**config.mk**
```make
export PLATFORM = sky130hd
export DESIGN_NAME = instr_issuer_flat
export DESIGN_NICKNAME = d
export VERILOG_FILES = /design/src/rtl/instr_issuer_if.sv /design/src/rtl/instr_issuer.sv /design/src/flat_wrapper.sv
export SDC_FILE = /design/constraint.sdc
export NUM_CORES = 1
export LEC_CHECK = 0
export ABC_AREA = 1
export ABC_CLOCK_PERIOD_IN_PS = 7300
export CAP_MARGIN = 15
export CORE_MARGIN = 2
export CORE_UTILIZATION = 24
export DETAILED_ROUTE_END_ITERATION = 10
export SLEW_MARGIN = 20
export SYNTH_ARGS = -nofsm -noshare
export SYNTH_HDL_FRONTEND = slang
export SYNTH_SLANG_ARGS = --single-unit
```
**constraint.sdc**
```tcl
create_clock -name clk -period 7.3 [get_ports clk]
set_clock_uncertainty 0.15 [all_clocks]
set_input_delay 1.825 -clock clk [delete_from_list [all_inputs] [get_ports clk]]
set_output_delay 1.825 -clock clk [all_outputs]
set_load 0.03 [all_outputs]
```
**src/rtl/instr_issuer_if.sv**
```systemverilog
// Command/handshake bundle between the host, the instruction issuer and the datapath control unit.
// The slave modport is the issuer's view; master is the host/harness side.
interface instr_issuer_if #(
    parameter int DATA_W  = 32,
    parameter int RADDR_W = 4,
    parameter int FUNC_W  = 3
);
    localparam int INSTR_W = FUNC_W + 2 * RADDR_W + DATA_W;

    logic               load_valid;
    logic [INSTR_W-1:0] load_instr;
    logic               load_ready;
    logic               start;
    logic               clear;
    logic               done;
    logic               w;
    logic [FUNC_W-1:0]  func;
    logic [RADDR_W-1:0] rx;
    logic [RADDR_W-1:0] ry;
    logic [DATA_W-1:0]  data;
    logic               busy;
    logic               halted;
    logic               err;
    logic [7:0]         issued_cnt;

    modport slave (
        input  load_valid, load_instr, start, clear, done,
        output load_ready, w, func, rx, ry, data, busy, halted, err, issued_cnt
    );

    modport master (
        output load_valid, load_instr, start, clear, done,
        input  load_ready, w, func, rx, ry, data, busy, halted, err, issued_cnt
    );
endinterface

```
**src/rtl/instr_issuer.sv**
```systemverilog
// Instruction sequencer: buffers host words in a circular queue and issues them one per
// datapath handshake (w strobe out, done back), with a done timeout that latches an error.
module instr_issuer #(
    parameter int DATA_W  = 32,
    parameter int RADDR_W = 4,
    parameter int FUNC_W  = 3,
    parameter int DEPTH   = 16,
    parameter int TIMEOUT = 64
) (
    input  logic           clk,
    input  logic           reset,
    instr_issuer_if.slave  bus
);
    localparam int INSTR_W = FUNC_W + 2 * RADDR_W + DATA_W;
    localparam int PTR_W   = (DEPTH > 1) ? $clog2(DEPTH) : 1;
    localparam int CNT_W   = $clog2(DEPTH + 1);
    localparam int TMR_W   = (TIMEOUT > 1) ? $clog2(TIMEOUT) : 1;

    localparam logic [1:0] S_IDLE  = 2'd0;
    localparam logic [1:0] S_ISSUE = 2'd1;
    localparam logic [1:0] S_WAIT  = 2'd2;
    localparam logic [1:0] S_ERROR = 2'd3;

    logic [1:0]         state;
    logic [INSTR_W-1:0] mem [DEPTH];
    logic [PTR_W-1:0]   wr_ptr;
    logic [PTR_W-1:0]   rd_ptr;
    logic [CNT_W-1:0]   count;
    logic [TMR_W-1:0]   timer;
    logic [INSTR_W-1:0] head;
    logic               head_halt;
    logic               full;
    logic               empty;
    logic               push;
    logic               pop;

    assign head      = mem[rd_ptr];
    assign head_halt = (head[INSTR_W-1 -: FUNC_W] == {FUNC_W{1'b1}});
    assign full      = (count == CNT_W'(DEPTH));
    assign empty     = (count == '0);

    // The queue is frozen in ERROR, so the host sees no room there either.
    assign bus.load_ready = !full && (state != S_ERROR);
    assign push           = bus.load_valid && bus.load_ready && !bus.clear;
    assign pop            = (state == S_ISSUE) && !bus.clear;

    assign bus.busy   = (state == S_ISSUE) || (state == S_WAIT);
    assign bus.halted = pop && head_halt;

    // Pointers wrap naturally because DEPTH is a power of two.
    always_ff @(posedge clk or negedge reset) begin
        if (!reset) begin
            wr_ptr <= '0;
            rd_ptr <= '0;
            count  <= '0;
        end else if (bus.clear) begin
            wr_ptr <= '0;
            rd_ptr <= '0;
            count  <= '0;
        end else begin
            if (push) wr_ptr <= wr_ptr + 1'b1;
            if (pop)  rd_ptr <= rd_ptr + 1'b1;
            if (push && !pop)
                count <= count + 1'b1;
            else if (pop && !push)
                count <= count - 1'b1;
        end
    end

    always_ff @(posedge clk) begin
        if (push) mem[wr_ptr] <= bus.load_instr;
    end

    always_ff @(posedge clk or negedge reset) begin
        if (!reset) begin
            state          <= S_IDLE;
            bus.w          <= 1'b0;
            bus.func       <= '0;
            bus.rx         <= '0;
            bus.ry         <= '0;
            bus.data       <= '0;
            bus.err        <= 1'b0;
            bus.issued_cnt <= '0;
            timer          <= '0;
        end else begin
            bus.w <= 1'b0;
            if (bus.clear) begin
                state   <= S_IDLE;
                bus.err <= 1'b0;
            end else begin
                case (state)
                    S_IDLE: begin
                        if (bus.start && !empty) state <= S_ISSUE;
                    end
                    S_ISSUE: begin
                        if (head_halt) begin
                            state <= S_IDLE;
                        end else begin
                            {bus.func, bus.rx, bus.ry, bus.data} <= head;
                            bus.w          <= 1'b1;
                            bus.issued_cnt <= bus.issued_cnt + 1'b1;
                            timer          <= '0;
                            state          <= S_WAIT;
                        end
                    end
                    // done is checked before the limit so a reply on the last cycle still counts.
                    S_WAIT: begin
                        if (bus.done) begin
                            state <= empty ? S_IDLE : S_ISSUE;
                        end else if (timer == TMR_W'(TIMEOUT - 1)) begin
                            state   <= S_ERROR;
                            bus.err <= 1'b1;
                        end else begin
                            timer <= timer + 1'b1;
                        end
                    end
                    S_ERROR: state <= S_ERROR;
                    default: state <= S_IDLE;
                endcase
            end
        end
    end
endmodule

```
**src/flat_wrapper.sv**
```systemverilog
// flat-port wrapper written by rule: the top's interface ports become plain ports
module instr_issuer_flat 
#(
    parameter int DATA_W  = 32,
    parameter int RADDR_W = 4,
    parameter int FUNC_W  = 3,
    parameter int DEPTH   = 16,
    parameter int TIMEOUT = 64
)
  (clk, reset, bus_load_valid, bus_load_instr, bus_start, bus_clear, bus_done, bus_load_ready, bus_w, bus_func, bus_rx, bus_ry, bus_data, bus_busy, bus_halted, bus_err, bus_issued_cnt);
  instr_issuer_if #(.DATA_W(DATA_W), .RADDR_W(RADDR_W), .FUNC_W(FUNC_W)) bus_i ();
  input  logic clk;
  input  logic reset;
  input wire logic [$bits(bus_i.load_valid)-1:0] bus_load_valid;
  input wire logic [$bits(bus_i.load_instr)-1:0] bus_load_instr;
  input wire logic [$bits(bus_i.start)-1:0] bus_start;
  input wire logic [$bits(bus_i.clear)-1:0] bus_clear;
  input wire logic [$bits(bus_i.done)-1:0] bus_done;
  output wire logic [$bits(bus_i.load_ready)-1:0] bus_load_ready;
  output wire logic [$bits(bus_i.w)-1:0] bus_w;
  output wire logic [$bits(bus_i.func)-1:0] bus_func;
  output wire logic [$bits(bus_i.rx)-1:0] bus_rx;
  output wire logic [$bits(bus_i.ry)-1:0] bus_ry;
  output wire logic [$bits(bus_i.data)-1:0] bus_data;
  output wire logic [$bits(bus_i.busy)-1:0] bus_busy;
  output wire logic [$bits(bus_i.halted)-1:0] bus_halted;
  output wire logic [$bits(bus_i.err)-1:0] bus_err;
  output wire logic [$bits(bus_i.issued_cnt)-1:0] bus_issued_cnt;
  assign bus_i.load_valid = bus_load_valid;
  assign bus_i.load_instr = bus_load_instr;
  assign bus_i.start = bus_start;
  assign bus_i.clear = bus_clear;
  assign bus_i.done = bus_done;
  assign bus_load_ready = bus_i.load_ready;
  assign bus_w = bus_i.w;
  assign bus_func = bus_i.func;
  assign bus_rx = bus_i.rx;
  assign bus_ry = bus_i.ry;
  assign bus_data = bus_i.data;
  assign bus_busy = bus_i.busy;
  assign bus_halted = bus_i.halted;
  assign bus_err = bus_i.err;
  assign bus_issued_cnt = bus_i.issued_cnt;
  instr_issuer #(.DATA_W(DATA_W), .RADDR_W(RADDR_W), .FUNC_W(FUNC_W), .DEPTH(DEPTH), .TIMEOUT(TIMEOUT)) u_core (.clk(clk), .reset(reset), .bus(bus_i));
endmodule
```
=== Word level (Yosys, flattened, before mapping) ===
Memories as Yosys holds them, arrays and structs flattened.
Cells that the tools add are included.

* Add/sub/neg operators: 6
* Equal/unequal tests: 13
* Mux-type cells: 27
* Bitwise gates (word level): 2
* Reductions and logical operators: 26

{| class="wikitable"
|+ Operator list
! kind !! count
|-
| 6-bit two-way mux || 3
|-
| 4-bit two-way mux || 4
|-
| 5-bit two-way mux || 3
|-
| 6-bit case mux with 2 select lines || 1
|-
| 1-bit two-way mux || 10
|-
| 2-bit two-way mux || 5
|-
| 2-bit inequality test (second input constant) || 5
|-
| 2-bit nonzero test || 5
|-
| 4-bit by 1-bit adder with 4-bit output (second input constant) || 2
|-
| 8-bit by 1-bit adder with 8-bit output (second input constant) || 1
|-
| 1-bit logical AND || 8
|-
| 2-bit case mux with 4 select lines || 1
|-
| 6-bit by 1-bit adder with 6-bit output (second input constant) || 1
|-
| 6-bit equality test (second input constant) || 1
|-
| 3-bit AND reduction || 2
|-
| 5-bit by 1-bit adder with 5-bit output (second input constant) || 1
|-
| 5-bit equality test (second input constant) || 1
|-
| 1-bit logical NOT || 5
|-
| 5-bit logical NOT || 1
|-
| 5-bit AND reduction || 1
|-
| 5-bit by 1-bit subtractor with 5-bit output (second input constant) || 1
|-
| 2-bit equality test (second input constant) || 2
|-
| 4-bit inequality test (second input constant) || 1
|-
| 3-bit equality test (second input constant) || 1
|-
| 7 further kinds || 8
|}

* Flip-flop bits (word level): 74
* Memory bits (writable): 688
* Bits of input ports: 49
* Output and inout bits: 56
* Word-level logic and storage cells: 87
* Memories kept: 1

{| class="wikitable"
|+ Memories
! name !! words !! width !! rd ports !! clocked after memory_dff !! wr ports !! line !! text
|-
| u_core.mem || 16 || 43 || 1 || 0 || 1 || instr_issuer.sv:25 || <nowiki>logic [INSTR_W-1:0] mem [DEPTH];</nowiki>
|}

=== Longest topological paths before layout ===
Gate-level depths: netlist (run 1).

* Depth after elaboration: 10
* Gate-level depth with buffers: 15

=== Worst setup path after synthesis (run 1) ===
No wires, ideal clock.

* Kind: input -> register
* Start point: input bus_load_valid
* End point: memory u_core.mem[0][0] (netlist bit) (enable)
* Arrival: 5307 ps
* Data required time: 6653 ps
* Setup slack: 1346 ps
* Stages on the path: 4
* Cell sequence: nand3_1 nor2_1 inv_1 nor3_1

* Word-level cells in the longest chain between the ends: 4

{| class="wikitable"
|+ RTL lines
! what !! line !! text
|-
| start, declared || flat_wrapper.sv:14 || <nowiki>input wire logic [$bits(bus_i.load_valid)-1:0] bus_load_valid;</nowiki>
|-
| 1-bit logical AND (2 in series) || instr_issuer.sv:44 || <nowiki>assign push = bus.load_valid && bus.load_ready && !bus.clear;</nowiki>
|-
| 1-bit two-way mux || instr_issuer.sv:71 || <nowiki>if (push) mem[wr_ptr] <= bus.load_instr;</nowiki>
|-
| 1-bit two-way mux (implied by the code) || instr_issuer.sv:71 ||
|-
| end, declared || instr_issuer.sv:25 ||
|}

Every way passes these cells.

=== Final worst setup path (run 1) ===
* Start point: register u_core.rd_ptr[0]
* End point: output bus_halted

* Word-level cells in the longest chain between the ends: 3

{| class="wikitable"
|+ RTL lines
! what !! line !! text
|-
| start, declared || instr_issuer.sv:27 || <nowiki>logic [PTR_W-1:0] rd_ptr;</nowiki>
|-
| start signal, assigned || instr_issuer.sv:62 || <nowiki>if (pop) rd_ptr <= rd_ptr + 1'b1;</nowiki>
|-
| memory 16 x 43 bit || n/a ||
|-
| 3-bit equality test || instr_issuer.sv:38 || <nowiki>assign head_halt = (head[INSTR_W-1 -: FUNC_W] == {FUNC_W{1'b1}});</nowiki>
|-
| 1-bit logical AND || instr_issuer.sv:48 || <nowiki>assign bus.halted = pop && head_halt;</nowiki>
|-
| end, declared || flat_wrapper.sv:26 || <nowiki>output wire logic [$bits(bus_i.halted)-1:0] bus_halted;</nowiki>
|}

Every way passes these cells.

==> summary.txt, run 1 <==
Worst setup path
  • Crit path from: u_core.rd_ptr[0]
  • Crit path launch type: flop
  • Crit-path max FO: 100
  • Setup Crit Path Kind: flop to output pin
  • Crit path DAT: 4200 ps
  • Endpoint type of the worst setup path: output pin
  • R2r startpoint: u_core.rd_ptr[0]
  • WP data required: 5330 ps

Final layout
  • Share of cells above drive strength 1: 0.07280
  • Reg area: 0.02252 mm²
  • Most frequent cells in the layout: edfxtp_1 (688), nor2_1 (345), o21ai_0 (335), nand2_1 (294), o221ai_1 (110)
  • Number of standard cells in the final layout excluding fillers: 4097
  • Fin nets: 2449
  • Multi-input combinational cell area: 0.006795 mm²
  • Commonest non-fill, non-tap cell in the layout: edfxtp_1
  • Final core utilization: 0.2835
  • Syn-to-layout area delta: 17.64%
  • # fillers: 12543

STA
  • Crit path time final: 6175 ps
  • Final period util: 0.8458
  • Total Neg Setup Slack: 0 ps
  • Max-slew headroom: 0.2755
  • Final worst slack: 1125 ps
  • Fmax: 162.0 MHz
  • Final hold violations: 0
  • Tightest Pin Transition: 1087 ps
  • Final setup viols: 0
  • RSZ-0062 raised after global routing: false
  • Max-slew violations: 0

CTS
  • CTS Buf Count: 78
  • H-tree levels: 3
  • Clock latency at the later pin of the worst-skew pair: 620 ps
  • Maximum clock path buffer count: 3
  • CTS tree: yes
  • Post-CTS setup buffers: 0
  • Worst-path clk slew: 60 ps
  • Clk sinks: 762
  • Hold-fix buffers, CTS: 0
  • Root buffer cell: clkbuf_16
  • Cts repair resizes: 0

Placement
  • Post-place setup slack: 1688 ps
  • Placed cell count: 3951
  • Routability cong.: 0.7430
  • Hpwl dp: 40.24 mm
  • # port buffers: 104

Detailed routing
  • Avg Vias per Cell: 4.613
  • Post-route ant nets: 0
  • Iter 0 DRT Violations: 1683
  • Wire per inst: 19.24 µm
  • Total number of vias: 18899
  • DRC violations left: 0
  • Final WL: 78.83 mm
  • Pre-antenna DRT Iters: 5

Floorplan
  • Chip Width: 358.4 µm
  • Core Area: 0.1251 mm²
  • Ports: 105
  • Initial Utilization: 0.2410
  • Vert. Die Dim: 358.4 µm
  • DIE AREA: 0.1284 mm²
  • FP Rows: 130

Power
  • Pwr Total: 11.88 mW
  • Pwr dens: 335.0 mW/mm²
  • Leakage: 11.69 nW
  • VDD IR-drop max: 0.0001913 V

Worst hold path
  • Worst hold-check path type: flop to flop
  • Hold_sp: u_core.bus.data[1]

Logic synthesis
  • Asr flop ratio synth: 0.09711
  • Gate Count Post-Synth: 2318
  • Synth warnings: 0
  • Synthesized area: 0.03014 mm²
  • Ys flop type: edfxtp_1
  • Cell variety after synth: 33
  • Largest cells by area after synthesis: edfxtp_1 (69%), dfrtp_1 (6.1%), o21ai_0 (5.6%), nor2_1 (4.3%), nand2_1 (3.7%)
  • Register area share after synthesis: 0.7469
  • Yosys reg bits: 762
  • Number of synthesized flops with an enable pin: 688
  • Mean Syn Cell Area: 13.00 µm²
  • Syn nets: 2384
  • Share of the synthesized area in the top cell type: 0.6855
  • Yosys top cell by area: edfxtp_1

Global route
  • M1 GR Usage: 0.1589
  • Met3 usage: 0.03655
  • GRT overflow: 0
  • Initial antenna violation count: 17
  • M2 GR Usage: 0.1885
  • GRT Total Usage: 0.1199
  • Number of global-route vias before repair: 18210
  • Largest net degree at the start of global routing: 144
  • First-pass GRT wire length: 116.8 mm
  • Grt peak-use layer: met2

Run status
  • Status: complete, no violations

Flow run
  • Maximum capacitance violations: 0
## critical path, stage by stage, from the launching register on
cell and delay [ps]:
dfrtp_4 870, buf_4 870, nor2_1 110, nor2_1 120
o21ai_1 70, nand3_1 110, nand3_1 80, nand2_1 210
nand3_2 170, nor3_1 210, clkdlybuf4s50_1 730
## final cells by class
| class | count | area share |
|---|---|---|
| repair buffers | 140 | 0.03825 |
| inverters | 64 | 0.007058 |
| clock inverters | 35 | 0.009246 |
| well taps | 1650 | 0.05823 |
| flip-flops and latches | 762 | 0.6353 |
| diodes | 2 | 0.0001412 |
| multi-input cells | 1337 | 0.1917 |
| clock buffers | 107 | 0.06017 |
## cells by family (layout without fill, tap and decap cells)
family,count (synthesis),count (layout),synth area share
AO/OA/AOI/OAI,568,568,0.1150
XOR/XNOR,9,9,0.002616
adder cells (fa/ha/maj),17,17,0.007307
buffers and inverters,219,346,0.03060
flip-flops,762,762,0.7469
other,0,2,0
AND/OR/NAND/NOR,743,743,0.09760
## layer usage
| metal | vias to the layer above | part of all wire |
|---|---|---|
| met2 | 592 | 0.46 |
| met1 | 9463 | 0.43 |
| met4 | 24 | 0.023 |
| met3 | 145 | 0.083 |
| li1 | 8675 | - |
| met5 | - | 0.0017 |
## per-stage QoR
step           hold slack (ps)  cell area, µm²
3_5_place_dp             314.5           32930
3_3_place_gp             311.5           32930
4_1_cts                  328.9           35390
5_1_grt                  333.4           35450
2_1_floorplan            291.9           30140
6_report                 325.8           35460
## synth_stat cells (all sizes together) (40+ instances only)
master	number
edfxtp	688
nand3	71
o211ai	54
dfrtp	74
nand2	295
buf	40
clkbuf	115
o21ai	343
inv	63
nor2	349
o22ai	50
o221ai	110
## registers in the layout (all words and copies together) (netlist names), 5 cells and up
name                   cells
u_core.bus.data           32
u_core.bus.issued_cnt      8
u_core.count               5
u_core.mem               688
u_core.timer               6
## worst paths after layout
path	endpoint	slack (ps)	cells past startpoint
min reg2reg	u_core.bus.data[1]	330	2
max in group asynchronous	u_core.rd_ptr[2]	4680	2
max	bus_halted	1130	10
min	u_core.bus.data[1]	330	2
max reg2reg	u_core.bus.data[13]	2600	13
min in group asynchronous	u_core.bus.issued_cnt[1]	940	1
## where the power goes
| part | switching (mW) | internal [mW] | total [mW] | leakage (nW) |
|---|---|---|---|---|
| clock network | 1.63 | 2.23 | 3.86 | 1.21 |
| registers | 0.203 | 4.97 | 5.17 | 7.14 |
| logic | 1.98 | 0.866 | 2.84 | 3.34 |
| total | 3.81 | 8.07 | 11.9 | 11.7 |
Note: power is estimated with default switching activity, not from simulation.
==> inputs of run 2 (changes only) <==
--- a/config.mk
+++ b/config.mk
@@ -6,7 +6,7 @@
 export NUM_CORES = 1
 export LEC_CHECK = 0
 export ABC_AREA = 1
-export ABC_CLOCK_PERIOD_IN_PS = 7300
+export ABC_CLOCK_PERIOD_IN_PS = 5700
 export CAP_MARGIN = 15
 export CORE_MARGIN = 2
 export CORE_UTILIZATION = 24
==> constraint.sdc (replaced) <==
create_clock -name clk -period 5.7 [get_ports clk]
set_clock_uncertainty 0.15 [all_clocks]
set_input_delay 1.425 -clock clk [delete_from_list [all_inputs] [get_ports clk]]
set_output_delay 1.425 -clock clk [all_outputs]
set_load 0.03 [all_outputs]
==> summary.txt, run 2 (same netlist as run 1, synthesis figures left out) <==
Power
  • Int Power: 10.55 mW
  • VDD IR-drop max: 0.0004526 V
  • Net Sw Frac: 0.3202
  • Pwr dens: 434.9 mW/mm²
  • Net Sw Power: 4.969 mW
  • Sequential power share: 0.422
  • Clock power frac: 0.337
  • Leakage: 11.79 nW
  • Comb power frac: 0.241

Detailed routing
  • Final WL: 78.25 mm
  • Pre-antenna DRT Iters: 7
  • DRC violations left: 0
  • Avg Vias per Cell: 4.590
  • Post-route ant nets: 0
  • Total number of vias: 18874
  • Iter 0 DRT Violations: 1622
  • Wire per inst: 19.03 µm

STA
  • Max-slew violations: 0
  • Tightest Pin Transition: 1010 ps
  • Max-slew headroom: 0.3266
  • Final hold violations: 0
  • Final setup viols: 0
  • Crit path time final: 5091 ps
  • Final period util: 0.8931
  • RSZ-0062 raised after global routing: false
  • Total Neg Setup Slack: 0 ps
  • Fmax: 196.4 MHz
  • Min Hold Slack: 327.0 ps

Final layout
  • Max reg flops: 688
  • Most frequent cells in the layout: edfxtp_1 (688), nor2_1 (345), o21ai_0 (335), nand2_1 (294), o221ai_1 (110)
  • Syn-to-layout area delta: 18.40%
  • Share of cells above drive strength 1: 0.07767
  • Fin nets: 2459
  • Top reg by flops: u_core.mem
  • Biggest regs: u_core.mem x688, u_core.bus.data x32, u_core.bus.issued_cnt x8
  • Commonest non-fill, non-tap cell in the layout: edfxtp_1

CTS
  • Hold-fix buffers, CTS: 0
  • Clk sinks: 762
  • Post-CTS setup buffers: 0
  • CTS Buf Count: 79
  • CTS tree: yes
  • Worst-path clk slew: 60 ps
  • Cts repair resizes: 0
  • H-tree levels: 3
  • Clock latency at the later pin of the worst-skew pair: 630 ps
  • Root buffer cell: clkbuf_16
  • Maximum clock path buffer count: 3

Floorplan
  • Ports: 105
  • Chip Width: 358.4 µm
  • Initial Utilization: 0.2410
  • Vert. Die Dim: 358.4 µm
  • DIE AREA: 0.1284 mm²
  • FP Rows: 130
  • Core Area: 0.1251 mm²

Placement
  • Routability cong.: 0.7629
  • Hpwl dp: 42.16 mm
  • # port buffers: 104

Global route
  • Largest net degree at the start of global routing: 209
  • GRT Total Usage: 0.1197
  • Initial antenna violation count: 14
  • Number of global-route vias before repair: 18470
  • First-pass GRT wire length: 117.3 mm
  • GRT overflow: 0

Worst setup path
  • Crit path launch type: flop
  • WP data required: 4120 ps
  • Setup Crit Path Kind: flop to output pin
  • Endpoint type of the worst setup path: output pin
  • Crit path DAT: 3520 ps
  • Crit-path max FO: 208

Worst hold path
  • Worst hold-check path type: flop to flop

Flow run
  • Maximum capacitance violations: 0

Run status
  • Status: complete, no violations
## run 2: path summary, 6_finish.rpt
check	startpoint	end	slack [ps]	cells past startpoint
max in group asynchronous	reset	u_core.rd_ptr[1]	3690	2
min in group asynchronous	reset	u_core.bus.data[0]	680	1
worst max-delay path	u_core.rd_ptr[0]	bus_halted	610	10
worst max register to register	u_core.rd_ptr[0]	u_core.bus.issued_cnt[3]	2430	13
worst min register to register	u_core.bus.data[21]	u_core.bus.data[21]	330	2
worst min-delay path	u_core.bus.data[21]	u_core.bus.data[21]	330	2
## run 2: stage by stage
step,worst slack [ps],util,cell area [µm²],total power [mW],instances
floorplan,145.8,-,30140,9.139,2318
global placement,1288,0.2642,33050,10.40,3962
detailed placement,1242,0.2642,33050,10.44,3962
CTS,568.9,0.2852,35680,15.69,4109
global route,293.8,0.2852,35680,16.33,4109
finish,609.4,0.2853,35690,15.52,4112
## run 2: layout make-up
class / instances / area, µm²
Fill cell: 12484 / 89400
Tap cell: 1650 / 2064
Sequential cell: 762 / 22520
Timing Repair Buffer: 149 / 1414
Clock buffer: 111 / 2137
Antenna cell: 3 / 7.507
Inverter: 64 / 250.2
Clock inverter: 36 / 493.0
Multi-Input combinational cell: 1337 / 6795
## run 2: power groups by stage
| stage | Clock, mW | Combinational [mW] | Sequential (mW) |
|---|---|---|---|
| 6_report | 5.23 | 3.74 | 6.55 |
| 3_5_place_dp | 0 | 3.77 | 6.68 |
| 5_1_grt | 5.56 | 4.18 | 6.59 |
| 2_1_floorplan | 0 | 2.22 | 6.92 |
| 4_1_cts | 5.34 | 3.78 | 6.56 |
| 3_3_place_gp | 0 | 3.73 | 6.67 |
## run 2: routing by layer
metal  vias up  global-route usage  wire length (µm)
li1       8705                   -                 -
met1      9437              0.1615             34370
met2       596              0.1899             36300
met3       118             0.03010              5873
met4        18             0.03498              1591
met5         -                   0               113
## run 2: worst max-delay path, cell delays in order, from the launching register on
cell and delay, ps:
dfrtp_4 470, buf_12 570, nor2_1 110, nor2_1 110
o21ai_0 90, nand3_1 110, nand3_1 70, nand2_1 170
nand3_2 190, nor3_1 190, clkdlybuf4s50_1 700
==> inputs of run 3 (changes only) <==
--- a/config.mk
+++ b/config.mk
@@ -11,6 +11,7 @@
 export CORE_MARGIN = 2
 export CORE_UTILIZATION = 24
 export DETAILED_ROUTE_END_ITERATION = 10
+export RECOVER_POWER = 25
 export SLEW_MARGIN = 20
 export SYNTH_ARGS = -nofsm -noshare
 export SYNTH_HDL_FRONTEND = slang
==> summary.txt, run 3 (same netlist as run 1, synthesis figures left out) <==
STA
  • Final setup viols: 0
  • Max-slew violations: 41
  • Fmax: 196.6 MHz
  • Final hold violations: 0
  • Total Neg Setup Slack: 0 ps
  • Tightest Pin Transition: 2754 ps
  • Crit path time final: 5086 ps
  • Max-slew headroom: -0.8358
  • Min Hold Slack: 330.0 ps
  • RSZ-0062 raised after global routing: false
  • Final period util: 0.8922
  • Final worst slack: 614.5 ps

Worst setup path
  • Crit path launch type: flop
  • Reg2Reg Depth: 8
  • R2r startpoint: u_core.rd_ptr[1]
  • WP data required: 4120 ps
  • Crit path DAT: 3510 ps
  • Critical path depth: 10
  • Worst R2R Setup Slack: 2460 ps
  • Setup Crit Path Kind: flop to output pin
  • CP top delay family: buffers and inverters
  • CP max-delay cell: clkdlybuf4s50_1
  • End of the worst register-to-register path: u_core.bus.data[28]
  • Critical Path Sink: bus_halted
  • WP buf/inv: 2
  • Crit-path max FO: 208
  • Endpoint type of the worst setup path: output pin
  • Critical Path, Cell by Cell: buf_12 > nor2_1 > nor2_1 > o21ai_0 > nand3_1 > nand3_1 > nand2_1 > nand3_2 > nor3_1 > clkdlybuf4s50_1
  • Crit path from: u_core.rd_ptr[0]
  • CP peak stage delay: 700 ps

Final layout
  • # fillers: 12483
  • Fin nets: 2459
  • Commonest non-fill, non-tap cell in the layout: edfxtp_1
  • Final core utilization: 0.2853
  • Max reg flops: 688
  • Most frequent cells in the layout: edfxtp_1 (688), nor2_1 (345), o21ai_0 (335), nand2_1 (294), o221ai_1 (110)
  • Share of cells above drive strength 1: 0.07727
  • Top reg by flops: u_core.mem
  • Biggest regs: u_core.mem x688, u_core.bus.data x32, u_core.bus.issued_cnt x8
  • Reg area: 0.02252 mm²
  • Syn-to-layout area delta: 18.41%
  • Multi-input combinational cell area: 0.006795 mm²

Placement
  • Post-place setup slack: 1242 ps
  • Routability cong.: 0.7629
  • Hpwl dp: 42.16 mm
  • # port buffers: 104

Power
  • Pwr dens: 434.7 mW/mm²
  • Pwr Total: 15.51 mW
  • Leakage: 11.79 nW
  • VDD IR-drop max: 0.0004506 V

Run status
  • Failing checks: capacitance limit, slew limit
  • Status: finished with violations

Floorplan
  • Vert. Die Dim: 358.4 µm
  • DIE AREA: 0.1284 mm²
  • FP Rows: 130
  • Initial Utilization: 0.2410
  • Core Area: 0.1251 mm²
  • Chip Width: 358.4 µm
  • Ports: 105

CTS
  • CTS tree: yes
  • Hold-fix buffers, CTS: 0
  • Maximum clock path buffer count: 3
  • Root buffer cell: clkbuf_16
  • H-tree levels: 3
  • Clk sinks: 762
  • Clock latency at the later pin of the worst-skew pair: 630 ps
  • Worst-path clk slew: 60 ps
  • Post-CTS setup buffers: 0
  • Cts repair resizes: 0
  • CTS Buf Count: 79

Worst hold path
  • Worst hold-check path type: flop to flop

Detailed routing
  • Post-route ant nets: 0
  • Wire per inst: 18.99 µm
  • Final WL: 78.13 mm
  • Pre-antenna DRT Iters: 5
  • Total number of vias: 18825
  • DRC violations left: 0
  • Iter 0 DRT Violations: 1612
  • Avg Vias per Cell: 4.576

Global route
  • Largest net degree at the start of global routing: 209
  • Number of global-route vias before repair: 18470
  • First-pass GRT wire length: 117.3 mm
  • Initial antenna violation count: 16
  • GRT Total Usage: 0.1197
  • GRT overflow: 0

Flow run
  • Maximum capacitance violations: 1
run 3: changes by cell type in the layout (fill, tap and decap cells not counted), sizes merged:
cell           delta
clkdlybuf4s50    -24
dlygate4sd3      +24
diode             +2
buf               -1
clkbuf            +1
run 3: routing by layer:
layer	vias to the layer above	GRT usage	wire length, µm
li1	8709	-	-
met1	9417	0.1615	34500
met2	565	0.1899	36320
met3	116	0.03010	5626
met4	18	0.03498	1560
met5	-	0	116
run 3: area by class of cell:
type	instances	area share
Timing Repair Buffer	149	0.03951
Sequential cell	762	0.6312
Clock buffer	111	0.05988
Multi-Input combinational cell	1337	0.1904
Antenna cell	5	0.0003506
Inverter	64	0.007012
Clock inverter	36	0.01381
Tap cell	1650	0.05785
run 3: worst min-delay path by stage:
stage,start,end,cells past startpoint
detailed placement,u_core.bus.data[21],u_core.bus.data[21],2
global route,u_core.bus.data[26],u_core.bus.data[26],2
finish,u_core.bus.data[21],u_core.bus.data[21],2
global placement,u_core.timer[5],u_core.timer[5],2
floorplan,u_core.timer[5],u_core.timer[5],2
CTS,u_core.bus.data[23],u_core.bus.data[23],2
run 3: worst register-to-register path: cells and delay by family (launching register included):
kind / cells / cell delay [ps]
DFF: 1 / 690
AOI/OAI and AO/OA: 3 / 620
and+or+nand+nor: 3 / 420
buffers and inverters: 2 / 1290
run 3: per-stage QoR:
step,instance area (µm²),std cells
floorplan,30140,2318
global placement,33050,3962
detailed placement,33050,3962
CTS,35680,4109
global route,35670,4109
finish,35690,4114
run 3: power breakdown:
group	switching, mW	total [mW]	internal [mW]
registers	0.190	6.55	6.36
clock network	2.17	5.23	3.06
logic	2.61	3.73	1.12
